===== src/rtl/mem_pkg.sv =====
// Shared types for the LoongArch MEM stage: bus layouts, access sizes and FSM state encoding.
package mem_pkg;

    localparam int ES_TO_MS_W = 108;
    localparam int MS_TO_WS_W = 70;
    localparam int MS_FWD_W   = 39;

    localparam logic [1:0] MEM_SIZE_B = 2'd0;
    localparam logic [1:0] MEM_SIZE_H = 2'd1;
    localparam logic [1:0] MEM_SIZE_W = 2'd2;

    typedef logic [1:0] ms_state_t;
    localparam ms_state_t ST_IDLE = 2'd0;
    localparam ms_state_t ST_REQ  = 2'd1;
    localparam ms_state_t ST_WAIT = 2'd2;
    localparam ms_state_t ST_DONE = 2'd3;

    // Field order is the bit layout of each bus, MSB first.
    typedef struct packed {
        logic [31:0] pc;
        logic [31:0] alu_result;
        logic [31:0] rkd_value;
        logic        mem_en;
        logic        mem_wr;
        logic [1:0]  mem_size;
        logic        mem_unsigned;
        logic        rf_we;
        logic [4:0]  rf_waddr;
        logic        res_from_mem;
    } es_to_ms_t;

    typedef struct packed {
        logic [31:0] pc;
        logic        rf_we;
        logic [4:0]  rf_waddr;
        logic [31:0] rf_wdata;
    } ms_to_ws_t;

    typedef struct packed {
        logic        busy;
        logic        rf_we;
        logic [4:0]  rf_waddr;
        logic [31:0] rf_wdata;
    } ms_fwd_t;

    function automatic logic is_misaligned(input logic [1:0] size, input logic [1:0] a);
        return ((size == MEM_SIZE_H) && a[0]) || ((size == MEM_SIZE_W) && (a != 2'b00));
    endfunction

endpackage


===== src/rtl/mem_stage_if.sv =====
// Data SRAM request/response bus between the MEM stage (master) and data memory (slave).
interface mem_stage_if #(
    parameter int ADDR_W = 32,
    parameter int DATA_W = 32
);
    logic              data_sram_req;
    logic              data_sram_wr;
    logic [1:0]        data_sram_size;
    logic [3:0]        data_sram_wstrb;
    logic [ADDR_W-1:0] data_sram_addr;
    logic [DATA_W-1:0] data_sram_wdata;
    logic              data_sram_addr_ok;
    logic              data_sram_data_ok;
    logic [DATA_W-1:0] data_sram_rdata;

    modport master (
        output data_sram_req, data_sram_wr, data_sram_size, data_sram_wstrb,
               data_sram_addr, data_sram_wdata,
        input  data_sram_addr_ok, data_sram_data_ok, data_sram_rdata
    );

    modport slave (
        input  data_sram_req, data_sram_wr, data_sram_size, data_sram_wstrb,
               data_sram_addr, data_sram_wdata,
        output data_sram_addr_ok, data_sram_data_ok, data_sram_rdata
    );
endinterface


===== src/rtl/mem_load_align.sv =====
// Load data alignment: shifts the addressed byte/half down and sign- or zero-extends it.
module mem_load_align
    import mem_pkg::*;
(
    input  logic [31:0] rdata,
    input  logic [1:0]  addr_lo,
    input  logic [1:0]  size,
    input  logic        is_unsigned,
    output logic [31:0] data
);
    logic [31:0] shifted;

    assign shifted = rdata >> {addr_lo, 3'b000};

    always_comb begin
        data = shifted;
        case (size)
            MEM_SIZE_B: data = {{24{~is_unsigned & shifted[7]}}, shifted[7:0]};
            MEM_SIZE_H: data = {{16{~is_unsigned & shifted[15]}}, shifted[15:0]};
            default:    data = shifted;
        endcase
    end
endmodule


===== src/rtl/mem_stage.sv =====
// LoongArch MEM stage: drives the data SRAM, aligns load data, hands results to WB and forwards to ID.
// Define MEM_ALE_EN to trap misaligned half/word accesses (no request issued, ms_ale raised).
module mem_stage
    import mem_pkg::*;
#(
    parameter int ADDR_W = 32,
    parameter int DATA_W = 32
) (
    input  logic            clk,
    input  logic            rst,
    input  logic            es_to_ms_valid,
    output logic            ms_allowin,
    input  es_to_ms_t       es_to_ms_bus,
    mem_stage_if.master     sram,
    output logic            ms_to_ws_valid,
    input  logic            ws_allowin,
    output ms_to_ws_t       ms_to_ws_bus,
    output ms_fwd_t         ms_fwd_bus
`ifdef MEM_ALE_EN
    ,
    output logic            ms_ale
`endif
);
    ms_state_t   state;
    logic        ms_valid;
    es_to_ms_t   es_r;
    logic [31:0] rdata_buf;
    logic        ms_ready_go;
    logic        accept;
    logic        ale_in;
    logic        ale;
    logic [1:0]  a;
    logic [3:0]  wstrb;
    logic [31:0] wdata;
    logic [31:0] load_data;
    logic        rf_we_out;
    logic [31:0] rf_wdata;

`ifdef MEM_ALE_EN
    assign ale_in = es_to_ms_bus.mem_en & is_misaligned(es_to_ms_bus.mem_size, es_to_ms_bus.alu_result[1:0]);
    assign ale    = ms_valid & es_r.mem_en & is_misaligned(es_r.mem_size, es_r.alu_result[1:0]);
    assign ms_ale = ale;
`else
    assign ale_in = 1'b0;
    assign ale    = 1'b0;
`endif

    assign ms_ready_go    = (state == ST_IDLE) || (state == ST_DONE);
    assign ms_allowin     = !ms_valid || (ms_ready_go && ws_allowin);
    assign accept         = es_to_ms_valid && ms_allowin;
    assign ms_to_ws_valid = ms_valid && ms_ready_go;

    // NOTE: sequential state uses non-blocking assignments so every flop samples pre-edge values.
    always_ff @(posedge clk) begin
        if (rst) begin
            state     <= ST_IDLE;
            ms_valid  <= 1'b0;
            es_r      <= '0;
            rdata_buf <= '0;
        end else begin
            if (accept) begin
                ms_valid <= 1'b1;
                es_r     <= es_to_ms_bus;
            end else if (ms_to_ws_valid && ws_allowin) begin
                ms_valid <= 1'b0;
            end

            if (accept) begin
                state <= ale_in ? ST_DONE : (es_to_ms_bus.mem_en ? ST_REQ : ST_IDLE);
            end else begin
                // Responses seen outside WAIT belong to a request killed by reset and are dropped.
                case (state)
                    ST_REQ:  if (sram.data_sram_addr_ok) state <= ST_WAIT;
                    ST_WAIT: if (sram.data_sram_data_ok) begin
                        state     <= ST_DONE;
                        rdata_buf <= sram.data_sram_rdata;
                    end
                    ST_DONE: if (ws_allowin) state <= ST_IDLE;
                    default: state <= ST_IDLE;
                endcase
            end
        end
    end

    assign a = es_r.alu_result[1:0];

    // NOTE: every output of this block gets a default first, so no path can infer a latch.
    always_comb begin
        wdata = es_r.rkd_value;
        wstrb = 4'b1111;
        case (es_r.mem_size)
            MEM_SIZE_B: begin
                wdata = {4{es_r.rkd_value[7:0]}};
                wstrb = 4'b0001 << a;
            end
            MEM_SIZE_H: begin
                wdata = {2{es_r.rkd_value[15:0]}};
                wstrb = 4'b0011 << {a[1], 1'b0};
            end
            default: ;
        endcase
        if (!es_r.mem_wr) wstrb = 4'b0000;
    end

    assign sram.data_sram_req   = ms_valid && es_r.mem_en && (state == ST_REQ);
    assign sram.data_sram_wr    = es_r.mem_wr;
    assign sram.data_sram_size  = es_r.mem_size;
    assign sram.data_sram_wstrb = wstrb;
    assign sram.data_sram_addr  = ADDR_W'(es_r.alu_result);
    assign sram.data_sram_wdata = DATA_W'(wdata);

    mem_load_align u_load_align (
        .rdata       (rdata_buf),
        .addr_lo     (a),
        .size        (es_r.mem_size),
        .is_unsigned (es_r.mem_unsigned),
        .data        (load_data)
    );

    // A trapped access reports its faulting address in rf_wdata and never writes the RF.
    assign rf_we_out = es_r.rf_we && !ale;
    assign rf_wdata  = (es_r.res_from_mem && !ale) ? load_data : es_r.alu_result;

    assign ms_to_ws_bus.pc       = es_r.pc;
    assign ms_to_ws_bus.rf_we    = rf_we_out;
    assign ms_to_ws_bus.rf_waddr = es_r.rf_waddr;
    assign ms_to_ws_bus.rf_wdata = rf_wdata;

    assign ms_fwd_bus.busy     = ms_valid && es_r.res_from_mem && (state != ST_DONE);
    assign ms_fwd_bus.rf_we    = ms_valid && rf_we_out;
    assign ms_fwd_bus.rf_waddr = es_r.rf_waddr;
    assign ms_fwd_bus.rf_wdata = rf_wdata;
endmodule


===== src/flat_wrapper.sv =====
// flat-port wrapper written by rule: the top's interface ports become plain ports
module mem_stage_flat import mem_pkg::*;
#(
    parameter int ADDR_W = 32,
    parameter int DATA_W = 32
)
  (clk, rst, es_to_ms_valid, ms_allowin, es_to_ms_bus, ms_to_ws_valid, ws_allowin, ms_to_ws_bus, ms_fwd_bus, sram_data_sram_req, sram_data_sram_wr, sram_data_sram_size, sram_data_sram_wstrb, sram_data_sram_addr, sram_data_sram_wdata, sram_data_sram_addr_ok, sram_data_sram_data_ok, sram_data_sram_rdata);
  mem_stage_if #(.ADDR_W(ADDR_W), .DATA_W(DATA_W)) sram_i ();
  input  logic clk;
  input  logic rst;
  input  logic es_to_ms_valid;
  output logic ms_allowin;
  input  es_to_ms_t es_to_ms_bus;
  output logic ms_to_ws_valid;
  input  logic ws_allowin;
  output ms_to_ws_t ms_to_ws_bus;
  output ms_fwd_t ms_fwd_bus;
  output wire logic [$bits(sram_i.data_sram_req)-1:0] sram_data_sram_req;
  output wire logic [$bits(sram_i.data_sram_wr)-1:0] sram_data_sram_wr;
  output wire logic [$bits(sram_i.data_sram_size)-1:0] sram_data_sram_size;
  output wire logic [$bits(sram_i.data_sram_wstrb)-1:0] sram_data_sram_wstrb;
  output wire logic [$bits(sram_i.data_sram_addr)-1:0] sram_data_sram_addr;
  output wire logic [$bits(sram_i.data_sram_wdata)-1:0] sram_data_sram_wdata;
  input wire logic [$bits(sram_i.data_sram_addr_ok)-1:0] sram_data_sram_addr_ok;
  input wire logic [$bits(sram_i.data_sram_data_ok)-1:0] sram_data_sram_data_ok;
  input wire logic [$bits(sram_i.data_sram_rdata)-1:0] sram_data_sram_rdata;
  assign sram_data_sram_req = sram_i.data_sram_req;
  assign sram_data_sram_wr = sram_i.data_sram_wr;
  assign sram_data_sram_size = sram_i.data_sram_size;
  assign sram_data_sram_wstrb = sram_i.data_sram_wstrb;
  assign sram_data_sram_addr = sram_i.data_sram_addr;
  assign sram_data_sram_wdata = sram_i.data_sram_wdata;
  assign sram_i.data_sram_addr_ok = sram_data_sram_addr_ok;
  assign sram_i.data_sram_data_ok = sram_data_sram_data_ok;
  assign sram_i.data_sram_rdata = sram_data_sram_rdata;
  mem_stage #(.ADDR_W(ADDR_W), .DATA_W(DATA_W)) u_core (.clk(clk), .rst(rst), .es_to_ms_valid(es_to_ms_valid), .ms_allowin(ms_allowin), .es_to_ms_bus(es_to_ms_bus), .sram(sram_i), .ms_to_ws_valid(ms_to_ws_valid), .ws_allowin(ws_allowin), .ms_to_ws_bus(ms_to_ws_bus), .ms_fwd_bus(ms_fwd_bus));
endmodule

===== config.mk =====
export PLATFORM = sky130hd
export DESIGN_NAME = mem_stage_flat
export DESIGN_NICKNAME = d
export VERILOG_FILES = /design/src/rtl/mem_pkg.sv /design/src/rtl/mem_stage_if.sv /design/src/rtl/mem_load_align.sv /design/src/rtl/mem_stage.sv /design/src/flat_wrapper.sv
export SDC_FILE = /design/constraint.sdc
export NUM_CORES = 1
export LEC_CHECK = 0
export BUFFER_PORTS_ARGS = -buffer_cell sky130_fd_sc_hd__clkbuf_2
export CAP_MARGIN = 20
export CORE_ASPECT_RATIO = 0.9
export CORE_MARGIN = 5
export CORE_UTILIZATION = 40
export CTS_CLUSTER_DIAMETER = 200
export DETAILED_ROUTE_END_ITERATION = 8
export PLACE_DENSITY = 0.68
export RECOVER_POWER = 100
export SYNTH_ARGS = -nofsm -noshare
export SYNTH_HDL_FRONTEND = slang
export SYNTH_SLANG_ARGS = --single-unit

===== constraint.sdc =====
create_clock -name clk -period 2.6 [get_ports clk]
set_input_delay 0.52 -clock clk [delete_from_list [all_inputs] [get_ports clk]]
set_output_delay 0.52 -clock clk [all_outputs]
set_load 0.005 [all_outputs]

==> key figures <==
Route
  – DRT iter0 DRCs: 226
  – ANT nets after route: 0
  – Avg WL per Cell: 17.2 um
  – DR pass1 iterations: 5
  – Total number of vias: 6831
  – Drt via density: 4.94
  – Routed WL: 23.7 mm
  – Remaining DRCs: 0

CTS
  – Htree depth: 4
  – CTS tree: yes
  – Total CTS buffers: 17
  – Sink Count: 143
  – Root buffer cell: clkbuf_16
  – Hold_buf cts: 0
  – Clock transition at the registers of the reported paths: 60 ps
  – Bufs on Longest Clock Path: 2
  – Clock latency at the later pin of the worst-skew pair: 420 ps

Global routing
  – Largest net degree at the start of global routing: 51
  – First-pass GRT wire length: 36.0 mm
  – Initial antenna violation count: 1
  – GR Overflow Total: 0
  – Vias in the first global route: 6615
  – GRT Total Usage: 21.6%

Logic synthesis
  – Post-synthesis async set-or-reset flop share: 0%
  – Register area share after synthesis: 39.4%
  – Synth Area in Simple Gates: 18.9%
  – Share of the synthesized area in the top cell type: 39.4%
  – Area contributors post-synth: dfxtp_1, nand2_1, buf_4, a21oi_1, mux2_2
  – Unique masters post-synth: 42
  – Adder-Cell Fraction of Synth Area: 0.517%
  – Mapped Avg Cell Area: 7.73 sq um
  – Post-synthesis instance total: 939
  – Synth warn: 0
  – Synthesized area: 7260 sq um
  – Post-synth EDFFs: 0
  – Compound-gate portion of the synthesized area: 17.0%
  – Post-synth top area cell: dfxtp_1
  – Xor and xnor fraction of the mapped netlist area: 0%
  – Largest family of logic cells by synthesized area: simple AND/OR/NAND/NOR gates
  – Post-synth top flop: dfxtp_1
  – Mux cell area share after synthesis: 7.48%
  – Seq cells post-synth: 143
  – Syn_nets: 1088

Floorplan
  – Die footprint: 20900 sq um
  – # rows: 46
  – Die Span Y: 138 um
  – Die width: 152 um
  – I/O Pins: 329
  – Initial Util: 40.9%
  – Core area: 17700 sq um

Place
  – Placed cell area: 8270 sq um
  – Dpl cells: 1348
  – Routability congestion estimate: 0.844
  – Port Buffers: 328
  – Detailed Place HPWL: 17.3 mm

Timing
  – Fmax: 394 MHz
  – Unrepaired setup endpoints after global routing: yes
  – Setup Skew: 9.27 ps
  – Max-slew violation count: 0
  – Hold Fails Final Rpt: 0
  – # setup viols final: 0
  – Least-Margin Pin Slew: 937 ps
  – Setup TNS: 0 ps
  – Worst slew margin: 37.5%
  – Tmin final: 2540 ps
  – Tcrit/Tclk final: 97.7%

Setup path
  – Setup crit end kind: output port
  – Setup CP Type: reg -> out
  – Critical Path RT: 2080 ps
  – CP Launch Type: flop
  – Critical-path maximum fanout: 16
  – Critical path arrival: 2020 ps

Layout
  – Post-Layout Cell Count: 1384
  – Nets: 1280
  – Final Core Density: 49.9%
  – Cell area after layout: 8850 sq um
  – Share of cells above drive strength 1: 31.1%
  – Synth-to-layout area growth: 22.0%

Run
  – Max-Cap Viols: 0

Outcome
  – Status: completed

Min path
  – Hold crit path type: in -> reg

Power and ir drop
  – PwrDens: 634 nW/um^2
  – Pwr Total: 0.00561 W
  – VDD IR max: 467 uV
  – Leak pwr: 3.80 nW
Yosys cell counts, types with 3 or more instances:
cell and count:
o21a_1 4, a211o_1 8, nor2_1 31, mux2i_1 25, buf_6 3, buf_4 120, o21ai_0 8, buf_2 20
ha_1 3, a221o_1 8, mux2_2 24, dfxtp_1 143, inv_1 8, clkbuf_1 36, a211oi_1 19, and2_1 3
nand2_1 289, nor2b_1 9, a21oi_1 151
worst paths after layout:
path                                 start                   to  depth (start not counted)  slack [ps]
max          u_core.sram.data_sram_addr[0]     ms_to_ws_bus[16]                          7          60
min                       es_to_ms_bus[38]      u_core.es_r[38]                          3         310
max reg2reg                u_core.state[0]  u_core.rdata_buf[0]                          8         250
min reg2reg            u_core.rdata_buf[4]  u_core.rdata_buf[4]                          2         450
logic make-up after synthesis:
| kind of cell | Yosys count |
|---|---|
| simple gates | 344 |
| compound gates | 210 |
| buf+inv | 189 |
| flops | 143 |
| mux | 50 |
| fa+ha+maj | 3 |
area by class of cell:
type / instances / area [sq um]
fill: 1845 / 8870
multi-input combinational: 608 / 3280
sequential: 143 / 2870
timing repair buffer: 352 / 1800
clock buffer: 19 / 443
tap: 240 / 300
clock inverter: 12 / 120
inverter: 9 / 33.8
antenna: 1 / 2.50
metal layers:
metal  GRT usage (%)  up-vias  wire (um)
li1                -     3377          -
met1            25.1     3173       9710
met2            37.4      255      11800
met3            8.10       26       1760
met4            6.84        0        466
met5               0        -          0
metrics by stage:
stage                     hold slack (ps)  worst slack [ps]
after floorplan                       432               480
after global placement                438               173
after detailed placement              443               128
after CTS                             296             -31.3
after global routing                  298             -24.2
final                                 313              60.3
cells in the final DEF (no fill, tap or decap), drive strengths merged, types with 2 or more instances in the layout:
cell,count
clkbuf,347
and2,3
ha,3
bufinv,2
nand2b,2
o21a,4
nor2b,10
mux2i,25
clkinvlp,4
a31oi,2
a211o,8
nand2,290
a21oi,151
clkinv,6
dfxtp,143
a21boi,2
a211oi,19
o21ai,9
mux2,24
buf,24
a221o,8
nand3,2
inv,9
nor2,33
and3,2
worst max-delay path: stages, from the launching register on:
cell and delay (ps):
dfxtp_4 350, buf_4 170, nand2b_1 180, a21o_1 190, a31oi_4 100, buf_12 160, a211o_1 310, clkbuf_2 130
repair_timing:
item                                    4_1_cts  5_1_grt
pin swaps                                     2        2
endpoints found under the setup margin       56       91
buffers inserted                              3        0
gates cloned                                  0        1
resized for setup                            13       12
flip-flops by register name, indices dropped and copies added, names as in the netlist:
| signal | flops |
|---|---|
| u_core.state | 2 |
| u_core.rdata_buf | 32 |
| u_core.ms_fwd_bus | 5 |
| u_core.es_r | 35 |
| u_core.rf_we_out | 1 |
| u_core.ms_valid | 1 |
| u_core.sram.data_sram_addr | 32 |
| u_core.sram.data_sram_wr | 1 |
| u_core.ms_to_ws_bus | 32 |
| u_core.sram.data_sram_size | 2 |
report_power, final:
group / switching [W] / leakage [nW] / internal, W
combinational: 0.000469 / 2.36 / 0.000371
sequential: 0.0000859 / 1.17 / 0.00230
clock: 0.000964 / 0.270 / 0.00142
No activity file was read; power rests on OpenSTA's default activity.
